## src/rtl/panel_sequencer_if.sv

```systemverilog
// -----------------------------------------------------------------------------
// panel_sequencer_if
//
// CPU-side bus between the front-panel sequencer and the core: the read-mux
// jam path, the CPU clock-enable gate and the memory write strobe.
//
//   cpu_rd     CPU -> panel  single-cycle strobe when the CPU samples its data in
//   cpu_sync   CPU -> panel  SYNC, high at the start of every machine cycle
//   jam_en     panel -> CPU  read mux selects jam_data over memory
//   jam_data   panel -> CPU  byte to jam
//   cpu_run    panel -> CPU  gates the CPU clock enable while paused
//   mem_we     panel -> mem  one-cycle write strobe at the current CPU address
//   mem_wdata  panel -> mem  write data
//
// master: the sequencer. slave: the CPU / memory side.
// -----------------------------------------------------------------------------
interface panel_sequencer_if;
  logic       cpu_rd;
  logic       cpu_sync;
  logic       jam_en;
  logic [7:0] jam_data;
  logic       cpu_run;
  logic       mem_we;
  logic [7:0] mem_wdata;

  modport master (
    input  cpu_rd, cpu_sync,
    output jam_en, jam_data, cpu_run, mem_we, mem_wdata
  );

  modport slave (
    output cpu_rd, cpu_sync,
    input  jam_en, jam_data, cpu_run, mem_we, mem_wdata
  );
endinterface

```

## src/rtl/panel_sequencer.sv

```systemverilog
// -----------------------------------------------------------------------------
// panel_sequencer
//
// Front-panel operation sequencer for the Altair core. Debounced switch pulses
// (EXAMINE, EXAMINE NEXT, DEPOSIT, DEPOSIT NEXT, RESET) are queued as pending
// requests and executed one at a time by jamming opcode bytes onto the CPU
// data input and strobing the memory write path.
//
// Ports:
//   clk, reset          system clock, synchronous active-high reset
//   pause               run/stop switch; high = stopped, requests honoured
//   *_pb                single-cycle debounced press pulses
//   data_sw, addr_sw    low address / deposit data, high address switches
//   bus (master)        CPU / memory bus, see panel_sequencer_if
//   busy                a sequence is active
//   err                 sticky timeout flag, cleared by reset or RESET grant
//
// All outputs are registered: they are computed from the next-state values so
// that they line up with the state register.
// -----------------------------------------------------------------------------
module panel_sequencer #(
  parameter logic [15:0] TIMEOUT = 16'hFFFF,
  parameter logic [7:0]  JMP_OP  = 8'hC3,
  parameter logic [7:0]  NOP_OP  = 8'h00
) (
  input  logic                     clk,
  input  logic                     reset,
  input  logic                     pause,
  input  logic                     examine_pb,
  input  logic                     examine_next_pb,
  input  logic                     deposit_pb,
  input  logic                     deposit_next_pb,
  input  logic                     reset_pb,
  input  logic [7:0]               data_sw,
  input  logic [7:0]               addr_sw,
  panel_sequencer_if.master        bus,
  output logic                     busy,
  output logic                     err
);

  typedef enum logic [2:0] {
    S_IDLE,
    S_JAM,
    S_WAIT_SYNC,
    S_WRITE,
    S_DONE
  } state_t;

  typedef enum logic [2:0] {
    OP_RESET,
    OP_EXAMINE,
    OP_DEPOSIT_NEXT,
    OP_EXAMINE_NEXT,
    OP_DEPOSIT
  } op_t;

  // Pending bit positions; the highest set bit wins arbitration.
  localparam int unsigned REQ_DEPOSIT      = 0;
  localparam int unsigned REQ_EXAMINE_NEXT = 1;
  localparam int unsigned REQ_DEPOSIT_NEXT = 2;
  localparam int unsigned REQ_EXAMINE      = 3;
  localparam int unsigned REQ_RESET        = 4;

  state_t      state_q, state_d;
  op_t         op_q, op_d;
  logic [4:0]  pending_q, pending_d;
  logic [4:0]  press;
  logic [1:0]  idx_q, idx_d;
  logic [15:0] tmo_q, tmo_d;
  logic [7:0]  data_q, data_d;
  logic [7:0]  addr_q, addr_d;
  logic        err_d;
  logic        sync_q;
  logic        sync_rise;

  logic        jam_en_q, jam_en_d;
  logic [7:0]  jam_data_q, jam_data_d;
  logic        cpu_run_q, cpu_run_d;
  logic        mem_we_q, mem_we_d;
  logic        busy_q, busy_d;

  // Index of the final jam byte for each operation.
  function automatic logic [1:0] last_idx(input op_t op);
    case (op)
      OP_RESET, OP_EXAMINE: last_idx = 2'd2;
      default:              last_idx = 2'd0;
    endcase
  endfunction

  // Byte jammed for a given operation and byte index. EXAMINE jams a JMP to
  // the switch address (low byte first), RESET a JMP to 0000.
  function automatic logic [7:0] jam_byte(input op_t op, input logic [1:0] idx,
                                          input logic [7:0] lo, input logic [7:0] hi);
    jam_byte = NOP_OP;
    if (op == OP_EXAMINE || op == OP_RESET) begin
      case (idx)
        2'd0:    jam_byte = JMP_OP;
        2'd1:    jam_byte = (op == OP_EXAMINE) ? lo : 8'h00;
        default: jam_byte = (op == OP_EXAMINE) ? hi : 8'h00;
      endcase
    end
  endfunction

  assign press     = {reset_pb, examine_pb, deposit_next_pb, examine_next_pb, deposit_pb};
  assign sync_rise = bus.cpu_sync & ~sync_q;

  always_comb begin
    // NOTE: every variable gets a default before any branch so no path leaves
    // it unassigned, which would otherwise infer a latch.
    state_d   = state_q;
    op_d      = op_q;
    idx_d     = idx_q;
    tmo_d     = '0;
    data_d    = data_q;
    addr_d    = addr_q;
    err_d     = err_q_int();
    // Presses only register while stopped. A press in its own grant cycle is
    // ORed in here and then cleared with the grant, so it merges into it.
    pending_d = pending_q | (pause ? press : 5'b0);

    if (state_q != S_IDLE && !pause) begin
      // Switching to run mid-sequence abandons it and everything queued.
      state_d   = S_IDLE;
      idx_d     = '0;
      pending_d = '0;
    end else begin
      case (state_q)
        S_IDLE: begin
          if (pause && (pending_q != 5'b0)) begin
            data_d = data_sw;
            addr_d = addr_sw;
            idx_d  = '0;
            state_d = S_JAM;
            if (pending_q[REQ_RESET]) begin
              op_d = OP_RESET;
              pending_d[REQ_RESET] = 1'b0;
              err_d = 1'b0;
            end else if (pending_q[REQ_EXAMINE]) begin
              op_d = OP_EXAMINE;
              pending_d[REQ_EXAMINE] = 1'b0;
            end else if (pending_q[REQ_DEPOSIT_NEXT]) begin
              op_d = OP_DEPOSIT_NEXT;
              pending_d[REQ_DEPOSIT_NEXT] = 1'b0;
            end else if (pending_q[REQ_EXAMINE_NEXT]) begin
              op_d = OP_EXAMINE_NEXT;
              pending_d[REQ_EXAMINE_NEXT] = 1'b0;
            end else begin
              op_d = OP_DEPOSIT;
              pending_d[REQ_DEPOSIT] = 1'b0;
              state_d = S_WRITE;
            end
          end
        end

        S_JAM: begin
          if (bus.cpu_rd) begin
            if (idx_q == last_idx(op_q)) begin
              idx_d   = '0;
              state_d = (op_q == OP_DEPOSIT_NEXT) ? S_WAIT_SYNC : S_DONE;
            end else begin
              idx_d = idx_q + 2'd1;
            end
          end else if (tmo_q == TIMEOUT) begin
            state_d = S_IDLE;
            idx_d   = '0;
            err_d   = 1'b1;
          end else begin
            tmo_d = tmo_q + 16'd1;
          end
        end

        S_WAIT_SYNC: begin
          // The NOP fetch has advanced the PC; the next SYNC edge marks the
          // address bus carrying the new address, so write it then.
          if (sync_rise) begin
            state_d = S_WRITE;
          end else if (tmo_q == TIMEOUT) begin
            state_d = S_IDLE;
            err_d   = 1'b1;
          end else begin
            tmo_d = tmo_q + 16'd1;
          end
        end

        S_WRITE: state_d = S_DONE;
        S_DONE:  state_d = S_IDLE;
        default: state_d = S_IDLE;
      endcase
    end

    jam_en_d   = (state_d == S_JAM);
    jam_data_d = (state_d == S_JAM) ? jam_byte(op_d, idx_d, data_d, addr_d) : 8'h00;
    cpu_run_d  = (state_d == S_JAM) || (state_d == S_WAIT_SYNC);
    mem_we_d   = (state_d == S_WRITE);
    busy_d     = (state_d != S_IDLE);
  end

  // err is both state and output; this keeps the comb block reading the flop.
  function automatic logic err_q_int();
    err_q_int = err;
  endfunction

  always_ff @(posedge clk) begin
    // NOTE: sequential state uses non-blocking assignments so every flop
    // samples the pre-edge values regardless of statement order.
    if (reset) begin
      state_q    <= S_IDLE;
      op_q       <= OP_RESET;
      pending_q  <= '0;
      idx_q      <= '0;
      tmo_q      <= '0;
      data_q     <= '0;
      addr_q     <= '0;
      err        <= 1'b0;
      sync_q     <= 1'b0;
      jam_en_q   <= 1'b0;
      jam_data_q <= '0;
      cpu_run_q  <= 1'b0;
      mem_we_q   <= 1'b0;
      busy_q     <= 1'b0;
    end else begin
      state_q    <= state_d;
      op_q       <= op_d;
      pending_q  <= pending_d;
      idx_q      <= idx_d;
      tmo_q      <= tmo_d;
      data_q     <= data_d;
      addr_q     <= addr_d;
      err        <= err_d;
      sync_q     <= bus.cpu_sync;
      jam_en_q   <= jam_en_d;
      jam_data_q <= jam_data_d;
      cpu_run_q  <= cpu_run_d;
      mem_we_q   <= mem_we_d;
      busy_q     <= busy_d;
    end
  end

  assign bus.jam_en    = jam_en_q;
  assign bus.jam_data  = jam_data_q;
  assign bus.cpu_run   = cpu_run_q;
  assign bus.mem_we    = mem_we_q;
  // The operand register is the write-data register: latched at grant.
  assign bus.mem_wdata = data_q;
  assign busy          = busy_q;

endmodule
```

## src/flat_wrapper.sv

```systemverilog
// flat-port wrapper written by rule: the top's interface ports become plain ports
module panel_sequencer_flat 
#(
  parameter logic [15:0] TIMEOUT = 16'hFFFF,
  parameter logic [7:0]  JMP_OP  = 8'hC3,
  parameter logic [7:0]  NOP_OP  = 8'h00
)
  (clk, reset, pause, examine_pb, examine_next_pb, deposit_pb, deposit_next_pb, reset_pb, data_sw, addr_sw, busy, err, bus_cpu_rd, bus_cpu_sync, bus_jam_en, bus_jam_data, bus_cpu_run, bus_mem_we, bus_mem_wdata);
  panel_sequencer_if bus_i ();
  input  logic clk;
  input  logic reset;
  input  logic pause;
  input  logic examine_pb;
  input  logic examine_next_pb;
  input  logic deposit_pb;
  input  logic deposit_next_pb;
  input  logic reset_pb;
  input  logic [7:0] data_sw;
  input  logic [7:0] addr_sw;
  output logic busy;
  output logic err;
  input wire logic [$bits(bus_i.cpu_rd)-1:0] bus_cpu_rd;
  input wire logic [$bits(bus_i.cpu_sync)-1:0] bus_cpu_sync;
  output wire logic [$bits(bus_i.jam_en)-1:0] bus_jam_en;
  output wire logic [$bits(bus_i.jam_data)-1:0] bus_jam_data;
  output wire logic [$bits(bus_i.cpu_run)-1:0] bus_cpu_run;
  output wire logic [$bits(bus_i.mem_we)-1:0] bus_mem_we;
  output wire logic [$bits(bus_i.mem_wdata)-1:0] bus_mem_wdata;
  assign bus_i.cpu_rd = bus_cpu_rd;
  assign bus_i.cpu_sync = bus_cpu_sync;
  assign bus_jam_en = bus_i.jam_en;
  assign bus_jam_data = bus_i.jam_data;
  assign bus_cpu_run = bus_i.cpu_run;
  assign bus_mem_we = bus_i.mem_we;
  assign bus_mem_wdata = bus_i.mem_wdata;
  panel_sequencer #(.TIMEOUT(TIMEOUT), .JMP_OP(JMP_OP), .NOP_OP(NOP_OP)) u_core (.clk(clk), .reset(reset), .pause(pause), .examine_pb(examine_pb), .examine_next_pb(examine_next_pb), .deposit_pb(deposit_pb), .deposit_next_pb(deposit_next_pb), .reset_pb(reset_pb), .data_sw(data_sw), .addr_sw(addr_sw), .bus(bus_i), .busy(busy), .err(err));
endmodule
```

## config.mk

```make
export PLATFORM = sky130hd
export DESIGN_NAME = panel_sequencer_flat
export DESIGN_NICKNAME = d
export VERILOG_FILES = /design/src/rtl/panel_sequencer_if.sv /design/src/rtl/panel_sequencer.sv /design/src/flat_wrapper.sv
export SDC_FILE = /design/constraint.sdc
export NUM_CORES = 1
export LEC_CHECK = 0
export BUFFER_PORTS_ARGS = -buffer_cell sky130_fd_sc_hd__buf_2
export CAP_MARGIN = 10
export CORE_MARGIN = 3
export CORE_UTILIZATION = 35
export CTS_CLUSTER_SIZE = 16
export DETAILED_ROUTE_END_ITERATION = 12
export HOLD_SLACK_MARGIN = 0.03
export PLACE_DENSITY = 0.56
export SLEW_MARGIN = 10
export SYNTH_ARGS = -nofsm -noshare
export SYNTH_HDL_FRONTEND = slang
export SYNTH_SLANG_ARGS = --single-unit
```

## constraint.sdc

```tcl
create_clock -name clk -period 3.2 [get_ports clk]
set_input_delay 0.64 -clock clk [delete_from_list [all_inputs] [get_ports clk]]
set_output_delay 0.64 -clock clk [all_outputs]
set_load 0.01 [all_outputs]
```

# After elaboration in Yosys (flattened, before gate mapping)
# Index checks and enable logic that the tools add are counted.
# op_classes
mux	59
addsub	2
eq_ne	16
reduce_logical	17
n_bitwise	6
# op_table
operator	n
2-to-1 mux 8 bit	8
2-to-1 mux 3 bit	18
2-to-1 mux 16 bit	3
case mux 16 bit (2 select lines)	1
2-to-1 mux 2 bit	11
adder 16 x 1 -> 16 bit, second input constant	1
equality test 16 bit, second input constant	1
case mux 8 bit (2 select lines)	1
equality test 3 x 2 -> 1 bit, second input constant	5
2-to-1 mux 5 bit	3
equality test 3 x 1 -> 1 bit, second input constant	4
case mux 3 bit (4 select lines)	1
2-to-1 mux 1 bit	10
logical NOT 3 bit	3
nonzero test 3 bit	3
AND reduction 6 bit	1
bitwise OR 5 bit	1
nonzero test 5 bit	1
2-to-1 mux 4 bit	1
!= test 2 x 1 -> 1 bit, second input constant	2
!= test 2 bit, second input constant	2
inverter 1 bit	4
case mux 2 bit (2 select lines)	1
OR reduction 2 bit	2
other kinds (10)	12
# totals
input_bits	26
register_bits	59
output_inout_bits	21
elab_cells	114

# Logic depth before layout (Yosys ltp)
# Gate-level depths: netlist of run 1.
# depth
ltp_word	14
depth_mapped	9
ltp_nobuf	7

# Least setup slack after synthesis of run 1
# Ideal clock, no wire load.
# synth_path
path_kind	register -> register
start	register u_core.tmo_q[0]
end	register u_core.jam_data_q[2] (netlist: u_core.bus.jam_data[2])
required_time_ps	3130
stages_incl_launch_ff	8
setup_slack_ps	987
n_path_buf	0
setup_time_ps	70
arrival_ps	2143
period_less_slack_ps	2213
path_cell_list	dfxtp_1 -> ha_1 -> nand3_2 -> or4_4 -> a22oi_2 -> o21ai_2 -> or4_1 -> a21oi_1
# synth_between
elab_chain_len	8
elab_cells_between_ends	16
classes_between	eq/ne (3); mux (10); bitwise (1); reduce/logical (2)
# synth_lines
element	line	text
start: declaration	panel_sequencer.sv:69	logic [15:0] tmo_q, tmo_d;
start signal: assignment	panel_sequencer.sv:226	tmo_q <= tmo_d;
equality test 16 bit *	panel_sequencer.sv:163, panel_sequencer.sv:177	
2-to-1 mux 3 bit	panel_sequencer.sv:163, panel_sequencer.sv:177	
2-to-1 mux 3 bit, on equally long branches	panel_sequencer.sv:175, panel_sequencer.sv:156	
case mux 3 bit (4 select lines)	panel_sequencer.sv:127	case (state_q)
2-to-1 mux 3 bit	panel_sequencer.sv:121	if (state_q != S_IDLE && !pause) begin
equality test 3 x 1 -> 1 bit	panel_sequencer.sv:192	jam_data_d = (state_d == S_JAM) ? jam_byte(op_d, idx_d, data_d, addr_d) : 8'h00;
inverter 1 bit (no source line)	-	
OR reduction 3 bit (no source line)	-	
end signal: assignment	panel_sequencer.sv:232	jam_data_q <= jam_data_d;
end: declaration	panel_sequencer.sv:77	logic [7:0] jam_data_q, jam_data_d;
# Mark *: on every way between the ends. The rest lies on a longest branch, timed or not.
# A chain may end at the register's enable or synchronous reset.

# Worst setup path in the final report of run 1
# layout_path
start	register u_core.tmo_q[0]
end	register u_core.jam_data_q[4] (netlist: u_core.bus.jam_data[4])
# Same word-level chain as after synthesis.

==> results.py, run 1 <==
metrics = {
    "sta": {
        "finalCritPeriodShare_pct": 80.6,
        "tightest_slew_ns": 0.691,
        "report.final.slew_viol_count": 0,
        "fmax_mhz": 388,
        "fin_crit_ns": 2.58,
        "tns_ns": 0,
        "skew_ns": 0.00481,
        "finalHoldViolCount": 0,
        "setup_ws_ns": 0.620,
        "relSlewSlack_pct": 53.9,
        "fin_hold_ws_ns": 0.474,
        "grt_setup_unrepaired": "no",
        "setup_viol": 0,
    },
    "power_and_ir_drop": {
        "pwr-share-comb_pct": 13.8,
        "ir_worst_vdd_uv": 271,
        "power_density_nw_per_um2": 606,
        "p_int_mw": 1.47,
        "p_sw_share_pct": 23.8,
        "power_frac_clock_pct": 44.5,
        "p_leak_nw": 1.32,
        "p_seq_share_pct": 41.7,
        "power_switching_mw": 0.461,
    },
    "layout": {
        "layout_commonest_cell": "dfxtp_1",
        "area_growth_pct": 22.4,
        "n_antenna_cell": 0,
        "final_area_um2": 3190,
        "finish.net_count": 373,
        "drive_gt1_share_pct": 22.5,
        "final_cell_mix": "59 x dfxtp_1, 58 x nor2_1, 46 x buf_2, 20 x nand2_1, 17 x a21oi_1",
    },
    "synthesis": {
        "synth_top_area_share_pct": 45.3,
        "yosys-top-cells-area": "dfxtp_1 45%, nor2_1 8.4%, mux2i_1 6.1%, xnor2_1 3.7%, a21oi_1 3.3%",
        "syn-mean-instance-area_um2": 8.71,
        "synth_area_um2": 2600,
        "synth_cell_types": 47,
        "ys_seq_area_share_pct": 45.3,
        "synthFlopType": "dfxtp_1",
        "syn_nets": 326,
        "synth_edf_count": 0,
        "syn-instance-count": 299,
        "ys_ff_latch": 59,
        "synth.largest_area_cell": "dfxtp_1",
        "synth_async_sr_flop_share_pct": 0,
        "synth_warnings": 0,
    },
    "global_route": {
        "grt-ovfl-total": 0,
        "antenna_found_initial": 0,
        "grt.total_usage_pct": 14.6,
        "grt_pass1_vias": 2082,
        "grt_start_max_net_pins": 27,
        "grt_pass1_wl_um": 9920,
    },
    "cts": {
        "root_buffer": "clkbuf_8",
        "cts_buffers": 9,
        "postCtsHoldBufs": 0,
        "path_clk_slew_ns": 0.07,
        "cts.htree.levels": 3,
        "clock-sinks": 59,
        "cts_tree": "done",
        "cts_setup_buffers": 0,
        "postCtsResizedCells": 0,
        "clk_path_buf_depth": 2,
        "clkLatencyLatePin_ns": 0.32,
    },
    "critical_path": {
        "critPathArrivalTime_ns": 2.83,
        "cp-start-kind": "flip-flop",
        "worstPathCellList": "ha_1, nand3_2, or4_4, a22oi_2, o21ai_2, or4_1, a21oi_1",
        "crit_required_ns": 3.45,
        "endpoint_kind": "flip-flop",
        "crit_buf_inv": 0,
        "critical_path_class": "reg2reg",
        "cp_max_fo": 17,
        "slowest_stage": "or4_4",
        "path_delay_family": "simple AND/OR/NAND/NOR gates",
        "slowest_delay_ns": 0.60,
    },
    "place": {
        "pre_cts_slack_ns": 0.591,
        "hpwlAfterDp_um": 4200,
        "dpl-instance-area_um2": 2930,
        "port_buffers": 46,
        "place_congestion": 0.846,
    },
    "route": {
        "ant_nets": 0,
        "drt-pass1-iter-count": 4,
        "viasPerCell": 4.96,
        "wl_per_cell_um": 13.2,
        "route.detailed.drc": 0,
        "drt_wl_total_um": 5900,
        "first_iter_violations": 80,
        "vias": 2216,
    },
    "die": {
        "start_util_pct": 37.1,
        "die_area_um2": 8510,
        "io_pins": 47,
        "die_height_um": 92.3,
        "num_rows": 30,
        "dieWidth_um": 92.3,
        "core_um2": 7020,
    },
    "job": {
        "max_cap_violations": 0,
    },
    "run_status": {
        "status": "completed",
    },
    "min_path": {
        "hp-class": "reg2reg",
    },
}
[area by class of cell]
type,instances,area (um^2)
fillers,713,3830
multi-input cells,221,1350
flip-flops and latches,59,1180
repair buffers,49,253
clock buffers,12,165
well taps,96,120
clock inverters,4,95.1
inverters,6,22.5
[flip-flops by register name, summed over array words and instances (netlist names), 2 cells and up]
register and flops:
u_core.pending_q 5, u_core.state_q 3, u_core.bus.jam_data 8, u_core.bus.mem_wdata 8
u_core.addr_q 8, u_core.tmo_q 16, u_core.idx_q 2, u_core.op_q 3
[Yosys cell counts (all sizes together), types with 2 or more instances]
library cell,count
or4,5
nand4,5
a211oi,2
o21ai,9
clkbuf,10
nor3,8
a31oi,4
or3,3
dfxtp,59
o21a,4
a311oi,6
xnor2,11
nand3,10
or2,4
a22oi,2
xor2,6
nor2b,7
nor4,4
nor2,58
nand2b,2
a41oi,2
or3b,2
nand2,20
a21oi,17
inv,6
mux2i,16
buf,3
o211ai,2
[cells by family (layout without fill, tap and decap cells)]
family	Yosys count	count (layout)	share of synthesized area (%)
AND/OR/NAND/NOR	134	134	25.9
flip-flops	59	59	45.3
AO/OA/AOI/OAI	52	52	13.1
buffers and inverters	19	71	2.88
XOR/XNOR	17	17	5.72
multiplexers	17	17	6.58
adder cells (fa/ha/maj)	1	1	0.480
[per-layer routing]
layer	share of wire, %	track usage, %	vias to the layer above
li1	-	-	1146
met1	49	19.1	1016
met2	46	22.1	48
met3	4.4	5.66	6
met4	0.97	4.83	0
met5	0	0	-
[worst reg2reg max path: cells and delay by family (launching register included)]
kind	cells	cell delay, ns
flops	1	0.38
simple gates	3	1.33
compound gates	3	0.59
fa+ha+maj	1	0.21
[worst paths after layout]
path / cells after the start / end / slack, ns / start
worst max-delay path: 7 / u_core.bus.jam_data[4] / 0.62 / u_core.tmo_q[0]
worst min register to register: 1 / u_core.tmo_q[0] / 0.47 / u_core.tmo_q[0]
worst max register to register: 7 / u_core.bus.jam_data[4] / 0.62 / u_core.tmo_q[0]
worst min-delay path: 1 / u_core.tmo_q[0] / 0.47 / u_core.tmo_q[0]
[power by group through the flow]
stage | Clock [mW] | Combinational (mW) | Sequential [mW]
global route | 0.917 | 0.300 | 0.811
CTS | 0.884 | 0.270 | 0.806
global placement | 0 | 0.267 | 0.824
floorplan | 0 | 0.182 | 0.824
detailed placement | 0 | 0.269 | 0.822
finish | 0.860 | 0.267 | 0.807
[metrics by stage]
stage	util, %	cells	total power, mW
2_1_floorplan	-	299	1.01
3_3_place_gp	41.7	431	1.09
3_5_place_dp	41.7	431	1.09
4_1_cts	45.4	447	1.96
5_1_grt	45.4	447	2.03
6_report	45.4	447	1.93
No activity file was read; power rests on OpenSTA's default activity.
==> run 2: changes to the inputs <==
clock period = 2.4 ns   (was 3.2 ns; I/O delays follow)
==> run 2 against run 1 <==
- critical endpoint unchanged
- final cell count is 4.9% higher
- die area stayed put
- wire length is 6.4% higher
- clock-buffer cell count is 1 lower
- combinational power is 57% higher
- global-route usage is 0.38 points higher
- register-to-register slack worse by 0.52 ns
==> results.py, run 2 (same netlist as run 1, synthesis figures left out) <==
metrics = {
    "power_and_ir_drop": {
        "power_switching_mw": 0.649,
        "power_density_nw_per_um2": 709,
        "p_seq_share_pct": 44.8,
        "ir_worst_vdd_uv": 454,
        "p_sw_share_pct": 27.3,
        "pwr-share-comb_pct": 17.7,
        "power_frac_clock_pct": 37.5,
        "p_leak_nw": 1.41,
        "p_int_mw": 1.73,
    },
    "cts": {
        "path_clk_slew_ns": 0.07,
        "clkLatencyLatePin_ns": 0.34,
        "root_buffer": "clkbuf_8",
        "cts_tree": "done",
        "cts.htree.levels": 3,
        "clock-sinks": 59,
        "cts_buffers": 9,
        "postCtsHoldBufs": 0,
        "clk_path_buf_depth": 2,
    },
    "sta": {
        "tightest_slew_ns": 0.574,
        "setup_viol": 0,
        "fmax_mhz": 436,
        "report.final.slew_viol_count": 0,
        "fin_crit_ns": 2.30,
        "relSlewSlack_pct": 61.6,
        "finalCritPeriodShare_pct": 95.7,
        "skew_ns": 0.00997,
        "finalHoldViolCount": 0,
    },
    "layout": {
        "drive_gt1_share_pct": 29.5,
        "layout_commonest_cell": "nor2_1",
        "final_cell_mix": "58 x nor2_1, 51 x dfxtp_1, 46 x buf_2, 23 x buf_4, 20 x nand2_1",
        "finish.net_count": 395,
        "largest_reg_flops": 16,
        "postLayoutCoreUtil_pct": 47.7,
        "n_antenna_cell": 0,
        "final_area_um2": 3350,
        "top_register": "u_core.tmo_q",
        "fin_cells": 469,
        "area_growth_pct": 28.6,
    },
    "route": {
        "route.detailed.drc": 0,
        "drt-pass1-iter-count": 4,
        "ant_nets": 0,
        "drt_wl_total_um": 6280,
        "wl_per_cell_um": 13.4,
        "first_iter_violations": 117,
        "viasPerCell": 4.91,
        "vias": 2303,
    },
    "global_route": {
        "antenna_found_initial": 0,
        "grt_pass1_wl_um": 10200,
        "grt_pass1_vias": 2203,
        "grt-ovfl-total": 0,
        "grt.total_usage_pct": 15.0,
        "grt_start_max_net_pins": 26,
    },
    "die": {
        "die_area_um2": 8510,
        "dieWidth_um": 92.3,
        "io_pins": 47,
        "die_height_um": 92.3,
        "start_util_pct": 37.1,
        "core_um2": 7020,
        "num_rows": 30,
    },
    "critical_path": {
        "cp-start-kind": "flip-flop",
        "crit_required_ns": 2.67,
        "critPathArrivalTime_ns": 2.57,
        "critical_path_class": "reg2reg",
        "cp_max_fo": 5,
        "endpoint_kind": "flip-flop",
    },
    "place": {
        "dpl-instance-area_um2": 3050,
        "dpl.cell_count": 445,
        "hpwlAfterDp_um": 4340,
        "place_congestion": 0.904,
        "port_buffers": 46,
    },
    "min_path": {
        "hp-class": "in2reg",
    },
    "job": {
        "max_cap_violations": 0,
    },
    "run_status": {
        "status": "completed",
    },
}
[run 2: cell count changes in the layout (fill, tap and decap cells not counted), moves of 2 or more]
cell,change
bufinv_16,-2
clkinv_2,+2
dfxtp_1,-8
dfxtp_2,+7
buf_4,+20
clkbuf_8,-2
[run 2: final cells by class]
class                      count  area, um^2
fill                         718        3670
sequential                    59        1190
inverter                       6        22.5
clock buffer                  11         141
clock inverter                 5        52.6
timing repair buffer          70         423
tap                           96         120
multi-input combinational    222        1400
[run 2: metrics by stage]
stage	worst slack [ns]	hold slack [ns]	setup TNS, ns	power, mW
detailed placement	0.0403	0.468	0	1.49
CTS	0.000277	0.393	0	2.39
finish	0.104	0.396	0	2.38
global route	-0.00643	0.404	-0.00643	2.49
floorplan	0.187	0.430	0	1.34
global placement	0.111	0.446	0	1.49
[run 2: power by group through the flow]
stage	registers [mW]	clock network, mW	logic [mW]
floorplan	1.10	0	0.243
global placement	1.09	0	0.402
detailed placement	1.09	0	0.401
CTS	1.07	0.918	0.406
global route	1.07	0.962	0.462
finish	1.06	0.891	0.420
[run 2: worst max-delay path, stage by stage (launching register included)]
cell and delay [ns]:
dfxtp_4 0.37, ha_4 0.13, nand3_2 0.07, or4_4 0.52, a22oi_2 0.34, o21ai_4 0.13, or4_1 0.53, a21oi_1 0.14
[run 2: path summary, 6_finish.rpt]
check / from / endpoint / depth (start not counted) / slack, ns
worst max-delay path: u_core.tmo_q[0] / u_core.bus.jam_data[4] / 7 / 0.10
worst min-delay path: reset_pb / u_core.pending_q[4] / 3 / 0.40
worst max register to register: u_core.tmo_q[0] / u_core.bus.jam_data[4] / 7 / 0.10
worst min register to register: u_core.tmo_q[0] / u_core.tmo_q[0] / 1 / 0.44
[run 2: metal layers]
| metal | wire, um | global-route usage [%] |
|---|---|---|
| met5 | 0 | 0 |
| met4 | 44 | 4.83 |
| met3 | 267 | 5.09 |
| met2 | 2930 | 23.6 |
| met1 | 3040 | 19.4 |
[run 2: what timing repair did]
item | CTS | global route
cloned | 0 | 1
pin swaps | 0 | 7
setup buffers | 0 | 7
setup endpoints to repair | 1 | 8
gates resized for setup | 1 | 13
hold endpoints to repair | 0 | 0
==> run 3: changes to the inputs <==
CORE_UTILIZATION = 55   (was 35)
CTS_CLUSTER_DIAMETER = 60   (was default)
PLACE_DENSITY = 0.81   (was 0.56)
RECOVER_POWER = 50   (was default)
==> run 3 against run 2 <==
- final cell count shrank 10%
- wire length decreased by 4.9%
- hold slack got worse by 0.0057 ns
- sequential cell count unchanged
- via count up 1.7%
- critical path depth unchanged
- register-to-register slack hardly changed
- setup slack got worse by 0.0045 ns
- critical path type unchanged
- largest power group unchanged
==> results.py, run 3 (same netlist as run 1, synthesis figures left out) <==
metrics = {
    "run_status": {
        "status": "completed",
    },
    "place": {
        "hpwlAfterDp_um": 4320,
        "port_buffers": 46,
        "dpl.cell_count": 401,
        "place_congestion": 0.859,
    },
    "layout": {
        "area_growth_pct": 22.1,
        "fin_cells": 420,
        "final_cell_mix": "58 x nor2_1, 57 x dfxtp_1, 24 x buf_2, 24 x clkbuf_1, 20 x nand2_1",
        "finish.net_count": 390,
        "fillers": 375,
        "n_antenna_cell": 0,
        "drive_gt1_share_pct": 20.9,
        "largest_reg_flops": 16,
        "layout_commonest_cell": "nor2_1",
        "top_register": "u_core.tmo_q",
    },
    "route": {
        "vias": 2341,
        "viasPerCell": 5.57,
        "wl_per_cell_um": 14.2,
        "drt-pass1-iter-count": 4,
        "ant_nets": 0,
        "route.detailed.drc": 0,
        "drt_wl_total_um": 5970,
        "first_iter_violations": 148,
    },
    "power_and_ir_drop": {
        "ir_worst_vdd_uv": 520,
        "power_density_nw_per_um2": 724,
        "p_leak_nw": 1.27,
    },
    "sta": {
        "tns_ns": 0,
        "relSlewSlack_pct": 20.5,
        "skew_ns": 0.00517,
        "finalHoldViolCount": 0,
        "report.final.slew_viol_count": 0,
        "fmax_mhz": 435,
        "finalCritPeriodShare_pct": 95.9,
        "tightest_slew_ns": 1.19,
        "fin_crit_ns": 2.30,
        "setup_viol": 0,
    },
    "global_route": {
        "grt-ovfl-total": 0,
        "grt_pass1_vias": 2228,
        "grt_pass1_wl_um": 9780,
        "grt.total_usage_pct": 23.2,
        "grt_start_max_net_pins": 28,
        "antenna_found_initial": 0,
    },
    "die": {
        "core_um2": 4470,
        "num_rows": 24,
        "die_area_um2": 5600,
        "die_height_um": 74.8,
        "start_util_pct": 58.2,
        "io_pins": 47,
        "dieWidth_um": 74.8,
    },
    "critical_path": {
        "ff2ff_setup_slack_ns": 0.1,
        "crit_required_ns": 2.68,
        "cp_max_fo": 8,
        "endpoint_kind": "flip-flop",
        "cp-start-kind": "flip-flop",
        "timing.rr.end": "u_core.bus.jam_data[2]",
        "critical_path_class": "reg2reg",
        "rr_startpoint": "u_core.tmo_q[1]",
        "rr_worst_depth": 7,
        "critPathArrivalTime_ns": 2.58,
    },
    "cts": {
        "cts.htree.levels": 3,
        "clk_path_buf_depth": 2,
        "clock-sinks": 59,
        "cts_buffers": 9,
        "postCtsHoldBufs": 0,
        "root_buffer": "clkbuf_8",
        "path_clk_slew_ns": 0.07,
        "cts_tree": "done",
        "clkLatencyLatePin_ns": 0.34,
    },
    "job": {
        "max_cap_violations": 0,
    },
    "min_path": {
        "hp-start": "data_sw[1]",
        "hold_path_depth": 3,
        "hold_end": "u_core.bus.mem_wdata[1]",
        "hp-class": "in2reg",
    },
}
run 3: cell count changes in the layout (fill, tap and decap cells not counted), sizes merged:
cell,change
buf,-28
o21ai,-1
clkinvlp,+2
clkbuf,+24
bufinv,-1
inv,+1
clkinv,-2
run 3: what timing repair did:
item / CTS / global route
setup buffers: 2 / 1
cloned: 0 / 0
endpoints found under the setup margin: 4 / 9
gates resized for setup: 3 / 4
pin swaps: 2 / 6
run 3: power by group:
group | internal (mW) | switching [mW] | leakage [nW]
sequential | 1.04 | 0.0294 | 0.481
combinational | 0.171 | 0.225 | 0.696
clock | 0.432 | 0.411 | 0.0880
run 3: through the flow:
stage	cell area (um^2)	util, %	power, mW	setup slack (ns)	hold slack, ns
detailed placement	2980	66.6	1.48	-0.0545	0.454
CTS	3190	71.4	2.32	0.00426	0.383
global route	3180	71.1	2.42	-0.0418	0.393
global placement	2980	66.6	1.47	0.0899	0.445
finish	3180	71.1	2.30	0.0996	0.390
floorplan	2610	-	1.34	0.187	0.430
run 3: area by class of cell:
| type | instances | area, um^2 | area share [%] |
|---|---|---|---|
| Multi-Input combinational cell | 221 | 1380 | 43.3 |
| Sequential cell | 59 | 1180 | 37.2 |
| Timing Repair Buffer | 66 | 345 | 10.9 |
| Clock buffer | 11 | 151 | 4.76 |
| Tap cell | 52 | 65.1 | 2.04 |
| Clock inverter | 5 | 36.3 | 1.14 |
| Inverter | 6 | 22.5 | 0.708 |
run 3: worst max-delay path, stage by stage, from the launching register on:
cell and delay, ns:
dfxtp_2 0.35, ha_2 0.20, nand3_2 0.09, or4_4 0.55
a22oi_2 0.28, o21ai_4 0.12, or4_4 0.53, a21oi_2 0.12
run 3: how the worst max path moves through the flow:
stage,start,endpoint,slack (ns),depth (start not counted)
2_1_floorplan,u_core.tmo_q[0],u_core.bus.jam_data[2],0.19,7
3_3_place_gp,u_core.tmo_q[0],u_core.bus.jam_data[3],0.09,7
3_5_place_dp,bus_cpu_rd,u_core.bus.jam_data[1],-0.05,8
4_1_cts,u_core.tmo_q[1],u_core.bus.jam_data[3],0.004,7
5_1_grt,u_core.tmo_q[1],u_core.bus.jam_data[1],-0.04,8
6_report,u_core.tmo_q[1],u_core.bus.jam_data[2],0.1,7
run 3: metal layers:
layer / wire length (um) / vias to the layer above / global-route usage [%]
met4: 175 / 0 / 10.1
met1: 2630 / 1084 / 28.2
met2: 2900 / 59 / 36.8
met5: 0 / - / 0
li1: - / 1180 / -
met3: 261 / 18 / 8.41
